File: src/rtl/sys_ctrl_fsm_p.sv
// System-control FSM: sequences the CPU through RST/RUN/STP from debounced keys and
// mode switches, manages probe-ROM index / display address and UART tx-enable pulses.
module sys_ctrl_fsm_p #(
    parameter int          AW        = 12,
    parameter int          NCH       = 2,
    parameter int          DB_CYCLES = 1,
    parameter int          CW        = 8,
    parameter logic [3:0]  END_HDR   = 4'hF
) (
    input  logic            clk,
    input  logic            rst_n,
    input  logic [3:0]      key_n,
    input  logic [3:0]      sm,
    input  logic            insn_end,
    input  logic            intr_detected,
    input  logic            halted,
    input  logic [AW-1:0]   pc,
    input  logic            bp_en,
    input  logic [AW-1:0]   bp_addr,
    input  logic [CW-1:0]   step_n,
    input  logic [NCH-1:0]  fg_out,
    input  logic [31:0]     probe_info,
    output logic [1:0]      cpu_state,
    output logic [AW-1:0]   probe_idx,
    output logic [AW-1:0]   com_addr_r,
    output logic [NCH-1:0]  tx_enable,
    output logic [3:0]      key_evt,
    output logic [2:0]      stop_cause
);

    typedef enum logic [1:0] {
        ST_RST = 2'b00,
        ST_RUN = 2'b01,
        ST_STP = 2'b10
    } state_t;

    localparam int DBW = (DB_CYCLES > 1) ? $clog2(DB_CYCLES) : 1;
    localparam logic [DBW-1:0] DB_LAST = DBW'(DB_CYCLES - 1);

    localparam logic [2:0] CAUSE_NONE  = 3'd0;
    localparam logic [2:0] CAUSE_MODE  = 3'd1;
    localparam logic [2:0] CAUSE_INTR  = 3'd2;
    localparam logic [2:0] CAUSE_STEP  = 3'd3;
    localparam logic [2:0] CAUSE_BP    = 3'd4;
    localparam logic [2:0] CAUSE_HKEY  = 3'd5;

    state_t          state_reg;
    logic [AW-1:0]   probe_idx_reg;
    logic [AW-1:0]   com_addr_reg;
    logic [2:0]      stop_cause_reg;
    logic [CW-1:0]   step_cnt_reg;

    // Per-key synchroniser and debouncer; a press is the 1->0 edge of the debounced level.
    generate
        for (genvar gi = 0; gi < 4; gi++) begin : key_g
            logic           sync1_reg;
            logic           sync2_reg;
            logic           db_reg;
            logic           db_prev_reg;
            logic [DBW-1:0] db_cnt_reg;

            always_ff @(posedge clk) begin
                if (!rst_n) begin
                    sync1_reg   <= 1'b1;
                    sync2_reg   <= 1'b1;
                    db_reg      <= 1'b1;
                    db_prev_reg <= 1'b1;
                    db_cnt_reg  <= '0;
                end else begin
                    sync1_reg   <= key_n[gi];
                    sync2_reg   <= sync1_reg;
                    db_prev_reg <= db_reg;
                    if (sync2_reg != db_reg) begin
                        if (db_cnt_reg == DB_LAST) begin
                            db_reg     <= sync2_reg;
                            db_cnt_reg <= '0;
                        end else begin
                            db_cnt_reg <= db_cnt_reg + DBW'(1);
                        end
                    end else begin
                        db_cnt_reg <= '0;
                    end
                end
            end

            assign key_evt[gi] = db_prev_reg & ~db_reg;
        end
    endgenerate

    // tx request on a 1->0 flag edge; the history is pinned high while in RST.
    generate
        for (genvar gi = 0; gi < NCH; gi++) begin : tx_g
            logic prev_fg_reg;

            always_ff @(posedge clk) begin
                if (!rst_n) begin
                    prev_fg_reg <= 1'b1;
                end else begin
                    prev_fg_reg <= (state_reg == ST_RST) ? 1'b1 : fg_out[gi];
                end
            end

            assign tx_enable[gi] = ~fg_out[gi] & prev_fg_reg & (state_reg != ST_RST);
        end
    endgenerate

    logic          src_bp;
    logic          src_intr;
    logic          src_step;
    logic          src_mode;
    logic          src_hkey;
    logic          stop_cond;
    logic [2:0]    cause_next;
    logic [CW-1:0] step_load;
    logic          hdr_end;
    logic          unused_bits;

    assign src_bp    = bp_en & insn_end & (pc == bp_addr);
    assign src_intr  = sm[1] & intr_detected;
    assign src_step  = sm[3] & insn_end & (step_cnt_reg == CW'(1));
    assign src_mode  = sm[2];
    assign src_hkey  = halted & key_evt[1];
    assign stop_cond = src_bp | src_intr | src_step | src_mode | src_hkey;
    assign step_load = (step_n == '0) ? CW'(1) : step_n;
    assign hdr_end   = (probe_info[31:28] == END_HDR);
    assign unused_bits = ^{probe_info, sm[0]};

    always_comb begin
        cause_next = CAUSE_NONE;
        if (src_bp)        cause_next = CAUSE_BP;
        else if (src_intr) cause_next = CAUSE_INTR;
        else if (src_step) cause_next = CAUSE_STEP;
        else if (src_mode) cause_next = CAUSE_MODE;
        else if (src_hkey) cause_next = CAUSE_HKEY;
    end

    always_ff @(posedge clk) begin
        if (!rst_n) begin
            state_reg      <= ST_RST;
            probe_idx_reg  <= '0;
            com_addr_reg   <= '0;
            stop_cause_reg <= CAUSE_NONE;
            step_cnt_reg   <= '0;
        end else begin
            case (state_reg)
                ST_RST: begin
                    probe_idx_reg <= '0;
                    com_addr_reg  <= '0;
                    if (key_evt[0]) begin
                        state_reg      <= ST_RUN;
                        step_cnt_reg   <= step_load;
                        stop_cause_reg <= CAUSE_NONE;
                    end else if (key_evt[1]) begin
                        state_reg <= ST_STP;
                    end
                end
                ST_RUN: begin
                    if (key_evt[0]) begin
                        state_reg     <= ST_RST;
                        probe_idx_reg <= '0;
                        com_addr_reg  <= '0;
                    end else begin
                        if (insn_end && step_cnt_reg != '0)
                            step_cnt_reg <= step_cnt_reg - CW'(1);
                        if (stop_cond) begin
                            state_reg      <= ST_STP;
                            com_addr_reg   <= pc;
                            stop_cause_reg <= cause_next;
                        end
                    end
                end
                ST_STP: begin
                    if (key_evt[0]) begin
                        state_reg     <= ST_RST;
                        probe_idx_reg <= '0;
                        com_addr_reg  <= '0;
                    end else if (key_evt[1]) begin
                        state_reg      <= ST_RUN;
                        step_cnt_reg   <= step_load;
                        stop_cause_reg <= CAUSE_NONE;
                    end else if (halted) begin
                        // Halted CPU: walk the probe ROM and show its address field.
                        if (key_evt[2] || hdr_end)
                            probe_idx_reg <= '0;
                        else if (key_evt[3])
                            probe_idx_reg <= probe_idx_reg + AW'(1);
                        com_addr_reg <= probe_info[16 +: AW];
                    end else begin
                        if (key_evt[2])
                            com_addr_reg <= '0;
                        else if (key_evt[3])
                            com_addr_reg <= com_addr_reg + AW'(1);
                    end
                end
                default: state_reg <= ST_RST;
            endcase
        end
    end

    assign cpu_state  = state_reg;
    assign probe_idx  = probe_idx_reg;
    assign com_addr_r = com_addr_reg;
    assign stop_cause = stop_cause_reg;

endmodule

File: config.mk
export PLATFORM = sky130hd
export DESIGN_NAME = sys_ctrl_fsm_p
export DESIGN_NICKNAME = d
export VERILOG_FILES = /design/src/rtl/sys_ctrl_fsm_p.sv
export SDC_FILE = /design/constraint.sdc
export NUM_CORES = 1
export LEC_CHECK = 0
export BUFFER_PORTS_ARGS = -buffer_cell sky130_fd_sc_hd__clkbuf_2
export CAP_MARGIN = 20
export CORE_MARGIN = 2
export CORE_UTILIZATION = 52
export CTS_BUF_LIST = sky130_fd_sc_hd__clkbuf_8
export DETAILED_ROUTE_END_ITERATION = 7
export PLACE_DENSITY = 0.91
export SLEW_MARGIN = 25
export SYNTH_ARGS = -nofsm -noshare
export SYNTH_HDL_FRONTEND = slang
export SYNTH_SLANG_ARGS = --single-unit
File: constraint.sdc
create_clock -name clk -period 2.59 [get_ports clk]
set_input_delay 0.518 -clock clk [delete_from_list [all_inputs] [get_ports clk]]
set_output_delay 0.518 -clock clk [all_outputs]
set_load 0.1 [all_outputs]
==> reports/metrics.csv, run 1 <==
stage,metric,value,unit
run_status,status,finished clean,
sta,finalCritPeriodShare,90.0,%
power_and_ir_drop,switching_share,40.4,%
route,drc,0,
floorplan,die_h,83.4,um
synth,netlist_area,0.00328,mm2
route,avgViaCountPerCell,5.86,
sta,final-setup-viol-count,0,
grt,grt_overflow,0,
floorplan,row_count,28,
placed_design,io_buffers,97,
synth,syn_avg_cell_area,8.39,um2
synth,post-synth-top-count-cell,dfxtp_1,
power_and_ir_drop,peakVddDrop,774,uV
sta,tns,0,ps
floorplan,dieArea,0.00696,mm2
power_and_ir_drop,power_frac_comb,42.3,%
cells_and_area,nets,576,
setup_path,worstPathRequired,2840,ps
synth,synth_cell_types,51,
grt,antenna_found_initial,0,
worst_hold_path,hold_depth,2,
synth,syn-instance-count,391,
route,vias,3315,
cells_and_area,area_growth,22.7,%
sta,hold_slack,364,ps
synth,synth.area.top_cells,"dfxtp_1, mux2i_1, nand2_1",
grt,track_usage,23.8,%
setup_path,slowest_delay,580,ps
sta,rsz0062_at_grt,false,
power_and_ir_drop,clockPowerShare,25.2,%
setup_path,path_buf_inv,2,
power_and_ir_drop,power.density,818,mW/mm2
floorplan,fp.dieW,83.4,um
power_and_ir_drop,leakagePower,1.66,nW
clocking,h-tree-depth,3,
clocking,post_cts_buffers,0,
grt,grt_pass1_wl,13900,um
floorplan,start_util,54.4,%
clocking,cts_inserted_buffers,9,
synth,synth_seq_cells,59,
clocking,clock-sinks,59,
setup_path,r2r_cells,7,
synth,ys.flop_type,dfxtp_1,
setup_path,worstPathCellList,inv_1 -> ha_1 -> buf_4 -> and2_1 -> and3_1 -> a21o_1 -> mux2i_1,
setup_path,worst-path-max-fanout,23,
sta,fin_crit,2330,ps
synth,async_reset_ff_share,0,%
floorplan,core_area,0.00603,mm2
route,wl_per_cell,14.6,um
run,maxCapViolations,0,
sta,fin_ws,259,ps
synth,synth_top_cell_by_area,dfxtp_1,
synth,yosys_warnings,0,
sta,finalHoldViolations,0,
cells_and_area,layout-drive-gt1-share,25.9,%
synth,synth_seq_area_share,36.0,%
sta,slew_headroom,52.9,%
clocking,cts_tree,built,
worst_hold_path,hp-class,primary input to flip-flop,
sta,tightest_slew,700,ps
cells_and_area,nFillCells,490,
clocking,ctsHoldBuffers,0,
sta,fin_skew,8.61,ps
route,drt-initial-drc-count,176,
power_and_ir_drop,p_int,1.96,mW
placed_design,place_congestion,0.869,
power_and_ir_drop,switchingPower,1.33,mW
setup_path,start_kind,flip-flop,
route,wirelength,8270,um
route,drtAntennaViolNets,0,
cells_and_area,antenna_cells,0,
placed_design,dp_hpwl,6040,um
clocking,root_buffer,clkbuf_8,
clocking,insertion_delay,340,ps
sta,slew_violations,0,
synth,synth_common_cells,"dfxtp_1, nand2_1, a21oi_1",
power_and_ir_drop,total_power,3.29,mW
setup_path,critPathSlowestCell,a21o_1,
setup_path,end_kind,flip-flop,
clocking,cts-resized-gates,0,
placed_design,pre_cts_slack,274,ps
setup_path,crit_type,flip-flop to flip-flop,
sta,max_clock_freq,429,MHz
clocking,clockBufferDepth,2,
setup_path,arrival,2580,ps
power_and_ir_drop,power.share.sequential,32.5,%
setup_path,path_depth,7,
grt,grt_max_degree,42,
clocking,clk_pin_slew,60,ps
synth,yosys.area.top_type_share,36.0,%
route,firstDrtPassIters,7,
grt,grt_pass1_vias,3165,
synth,synth_edf_count,0,
setup_path,crit_family,compound AO/OA/AOI/OAI gates,
floorplan,ios,115,
per-layer routing:
layer | part of all wire [%] | track usage (%) | routed length, um | vias up
li1 | - | - | - | 1623
met1 | 43 | 28.6 | 3530 | 1544
met2 | 49 | 41.2 | 4080 | 121
met3 | 5.0 | 5.37 | 417 | 27
met4 | 2.8 | 9.68 | 234 | 0
met5 | 0 | 0 | 0 | -
cell type report:
cell class | count | area (um2) | share of cell area (%)
sequential | 59 | 1190 | 29.5
clock inverter | 4 | 42.5 | 1.06
tap | 75 | 93.8 | 2.33
inverter | 14 | 53.8 | 1.34
timing repair buffer | 101 | 515 | 12.8
clock buffer | 11 | 151 | 3.76
multi-input combinational | 302 | 1980 | 49.2
logic make-up (layout without fill, tap and decap cells):
group	Yosys count	count (layout)	synth area share [%]
xor gates and xnor gates	15	15	4.00
adders and majority gates	9	9	3.43
and+or+nand+nor	149	149	24.3
AOI/OAI and AO/OA	103	103	20.8
DFF	59	59	36.0
muxes	22	22	6.71
buffers and inverters	33	130	4.61
other	1	4	0.114
final timing paths:
check | slack (ps) | endpoint | start
min reg2reg | 410 | key_g[2].sync2_reg$_SDFF_PN1_ | key_g[2].sync1_reg$_SDFF_PN1_
min | 360 | key_g[0].sync1_reg$_SDFF_PN1_ | key_n[0]
max | 260 | com_addr_r[4]$_SDFFE_PN0P_ | cpu_state[1]$_SDFFE_PN0P_
max reg2reg | 260 | com_addr_r[4]$_SDFFE_PN0P_ | cpu_state[1]$_SDFFE_PN0P_
through the flow:
step / area [um2] / utilization (%) / instances
2_1_floorplan: 3320 / - / 394
3_3_place_gp: 3830 / 63.6 / 551
3_5_place_dp: 3830 / 63.6 / 551
4_1_cts: 4030 / 66.8 / 566
5_1_grt: 4030 / 66.8 / 566
6_report: 4030 / 66.8 / 566
power by group through the flow:
stage               logic [mW]  registers [mW]  clock network (mW)
floorplan                0.980            1.21                   0
global placement          1.32            1.08                   0
detailed placement        1.36            1.09                   0
CTS                       1.38            1.07               0.842
global route              1.52            1.08               0.882
finish                    1.39            1.07               0.829
cell usage in the layout (no fill, tap or decap), types with 2 or more instances in the layout:
master and count:
and2_1 3, o31ai_1 8, a31oi_1 5, o22ai_1 2
o32ai_1 5, mux2i_1 22, a22o_1 13, clkinv_2 2
buf_4 4, nand4_1 11, nor2_1 15, nand2_1 47
clkbuf_2 97, xnor2_1 14, or4_1 6, and3_1 5
nor4_1 2, clkbuf_8 11, nor2b_1 5, nor3b_4 2
o21ai_0 25, nor3_1 4, nand3_1 9, a211oi_1 3
conb_1 4, dfxtp_1 57, a21oi_1 28, or3_1 15
a21o_1 2, nand2b_1 17, inv_1 15, nand3b_1 2
ha_1 9
No activity file was read; power rests on OpenSTA's default activity.
==> run 2: changes to the inputs <==
Settings changed: ABC_AREA from default to 1, CORE_UTILIZATION 52 to 30, PLACE_DENSITY 0.91 to 0.6.
==> reports/metrics.csv, run 2 <==
stage,metric,value,unit,change
run_status,status,finished clean,,
route,wirelength,9680,um,+17%
power_and_ir_drop,power.share.sequential,27.5,%,-5.0 points
route,drc,0,,unchanged
synth,yosys.area.top_type_share,34.1,%,-1.9 points
sta,finalHoldViolations,0,,unchanged
power_and_ir_drop,leakagePower,2.11,nW,+27%
power_and_ir_drop,switching_share,50.6,%,+10 points
cells_and_area,multi_input_area,0.00198,mm2,+0.13%
setup_path,crit_type,flip-flop to output pin,,
route,avgViaCountPerCell,4.66,,-20%
synth,synth_cell_types,40,,-22%
clocking,ctsHoldBuffers,0,,unchanged
grt,antenna_found_initial,0,,unchanged
synth,netlist_area,0.00347,mm2,+5.7%
sta,slew_headroom,62.1,%,+9.2 points
synth,synth.area.top_cells,"dfxtp_1, nand2_1, nor2_1",,
setup_path,start_kind,flip-flop,,
power_and_ir_drop,power.density,955,mW/mm2,+17%
floorplan,die_h,112,um,+34%
clocking,clockBufferDepth,2,,unchanged
floorplan,ios,115,,unchanged
sta,fin_crit,2320,ps,-13.9 ps
cells_and_area,nFillCells,1222,,+150%
power_and_ir_drop,switchingPower,2.10,mW,+58%
placed_design,place_congestion,0.925,,+6.4%
synth,synth_edf_count,0,,unchanged
synth,synth_seq_cells,59,,unchanged
synth,syn_avg_cell_area,6.42,um2,-23%
clocking,root_buffer,clkbuf_8,,
sta,rsz0062_at_grt,false,,
synth,post-synth-top-count-cell,nand2_1,,
synth,synth_common_cells,"nand2_1, nor2_1, inv_1",,
power_and_ir_drop,clockPowerShare,21.4,%,-3.8 points
setup_path,worst-path-max-fanout,4,,-83%
clocking,clock-sinks,59,,unchanged
cells_and_area,fin_area,0.00435,mm2,+8.1%
synth,yosys_warnings,0,,unchanged
route,firstDrtPassIters,8,,+1
synth,synth_top_cell_by_area,dfxtp_1,,
power_and_ir_drop,power_frac_comb,51.1,%,+8.8 points
clocking,cts-resized-gates,0,,unchanged
floorplan,fp.dieW,112,um,+34%
grt,grt_max_degree,21,,-50%
placed_design,dp_hpwl,7470,um,+24%
synth,syn-instance-count,540,,+38%
sta,finalCritPeriodShare,89.5,%,-0.54 points
sta,max_clock_freq,432,MHz,+0.60%
power_and_ir_drop,peakVddDrop,728,uV,-5.9%
cells_and_area,area_growth,25.6,%,
sta,slew_violations,0,,unchanged
sta,tightest_slew,571,ps,-129 ps
sta,final-setup-viol-count,0,,unchanged
setup_path,worstPathRequired,2070,ps,-770 ps
route,drtAntennaViolNets,0,,unchanged
cells_and_area,layout_common_cells,"nand2_1, clkbuf_2, nor2_1",,
clocking,post_cts_buffers,0,,unchanged
route,vias,3702,,+12%
cells_and_area,final_common_cell,nand2_1,,
synth,ys.flop_type,dfxtp_1,,
clocking,clk_pin_slew,80,ps,+20 ps
clocking,cts_inserted_buffers,9,,unchanged
route,drt-initial-drc-count,243,,+38%
floorplan,dieArea,0.0124,mm2,+79%
floorplan,row_count,39,,+39%
setup_path,end_kind,output pin,,
synth,async_reset_ff_share,0,%,unchanged
worst_hold_path,hp-class,primary input to flip-flop,,
power_and_ir_drop,total_power,4.16,mW,+26%
clocking,insertion_delay,350,ps,about the same
route,wl_per_cell,12.2,um,-16%
synth,synth_seq_area_share,34.1,%,-1.9 points
grt,track_usage,16.0,%,-7.8 points
cells_and_area,regArea,0.00118,mm2,-0.32%
clocking,cts_tree,built,,
placed_design,io_buffers,97,,unchanged
sta,fin_skew,8.56,ps,-0.0504 ps
cells_and_area,nets,735,,+28%
floorplan,core_area,0.0114,mm2,+89%
grt,grt_pass1_vias,3493,,+10%
run,maxCapViolations,0,,unchanged
grt,grt_overflow,0,,unchanged
grt,grt_pass1_wl,16200,um,+16%
placed_design,placed_area,0.00415,mm2,+8.2%
cells_and_area,layout-drive-gt1-share,24.0,%,-1.9 points
cells_and_area,antenna_cells,0,,unchanged
clocking,h-tree-depth,3,,unchanged
setup_path,arrival,1800,ps,-780 ps
sta,tns,0,ps,unchanged
power_and_ir_drop,p_int,2.05,mW,+4.5%
floorplan,start_util,30.5,%,-24 points
[run 2: cell count changes in the layout (fill, tap and decap cells not counted), sizes merged, moves of 15 or more]
cell,before,now
nor2,15,79
inv,15,77
mux2i,22,0
nand2b,17,0
or3,15,0
nand2,47,159
a21oi,29,49
[run 2: power by group through the flow]
stage,clock network (mW),logic [mW],registers (mW)
final,0.891,2.12,1.14
after global routing,0.966,2.32,1.16
after CTS,0.922,2.13,1.14
after detailed placement,0,2.11,1.16
after global placement,0,2.09,1.16
after floorplan,0,1.30,1.51
[run 2: worst paths after layout]
check | from | to | slack (ps) | cells after the start
max reg2reg | cpu_state[1]$_SDFFE_PN0P_ | com_addr_r[1]$_SDFFE_PN0P_ | 490 | 9
max | cpu_state[1]$_SDFFE_PN0P_ | tx_enable[0] | 270 | 6
min | key_n[3] | key_g[3].sync1_reg$_SDFF_PN1_ | 350 | 2
min reg2reg | key_g[3].sync1_reg$_SDFF_PN1_ | key_g[3].sync2_reg$_SDFF_PN1_ | 420 | 1
[run 2: cell families after synthesis]
logic type	share of synthesized area (%)
AO/OA/AOI/OAI	14.9
XOR/XNOR	2.27
adder cells (fa/ha/maj)	3.25
buffers and inverters	9.45
flip-flops	34.1
other	0.108
AND/OR/NAND/NOR	35.9
[run 2: worst max-delay path, cell delays in order (launching register included)]
cell and delay (ps):
dfxtp_1 390, inv_1 100, ha_1 240, inv_1 110, nand2_1 90, nor2_4 80, clkbuf_2 450
[run 2: per-layer routing]
layer	up-vias	wire [um]	track usage, %
met4	0	162	6.34
met3	14	734	4.74
met1	1647	4460	20.2
met2	130	4330	25.8
li1	1911	-	-
met5	-	0	0
[run 2: layout make-up]
class / count / share of cell area (%)
Sequential cell: 59 / 27.2
Clock inverter: 7 / 1.90
Clock buffer: 9 / 2.85
Inverter: 75 / 6.55
Timing Repair Buffer: 101 / 11.8
Multi-Input combinational cell: 400 / 45.6
Tap cell: 143 / 4.11
[run 2: through the flow]
step,worst slack (ps),hold slack (ps),util [%],instances
final,273,350,38.3,794
after global routing,184,335,38.3,794
after CTS,251,333,38.3,794
after detailed placement,488,397,36.5,778
after global placement,531,395,36.5,778
after floorplan,9.67,393,-,543
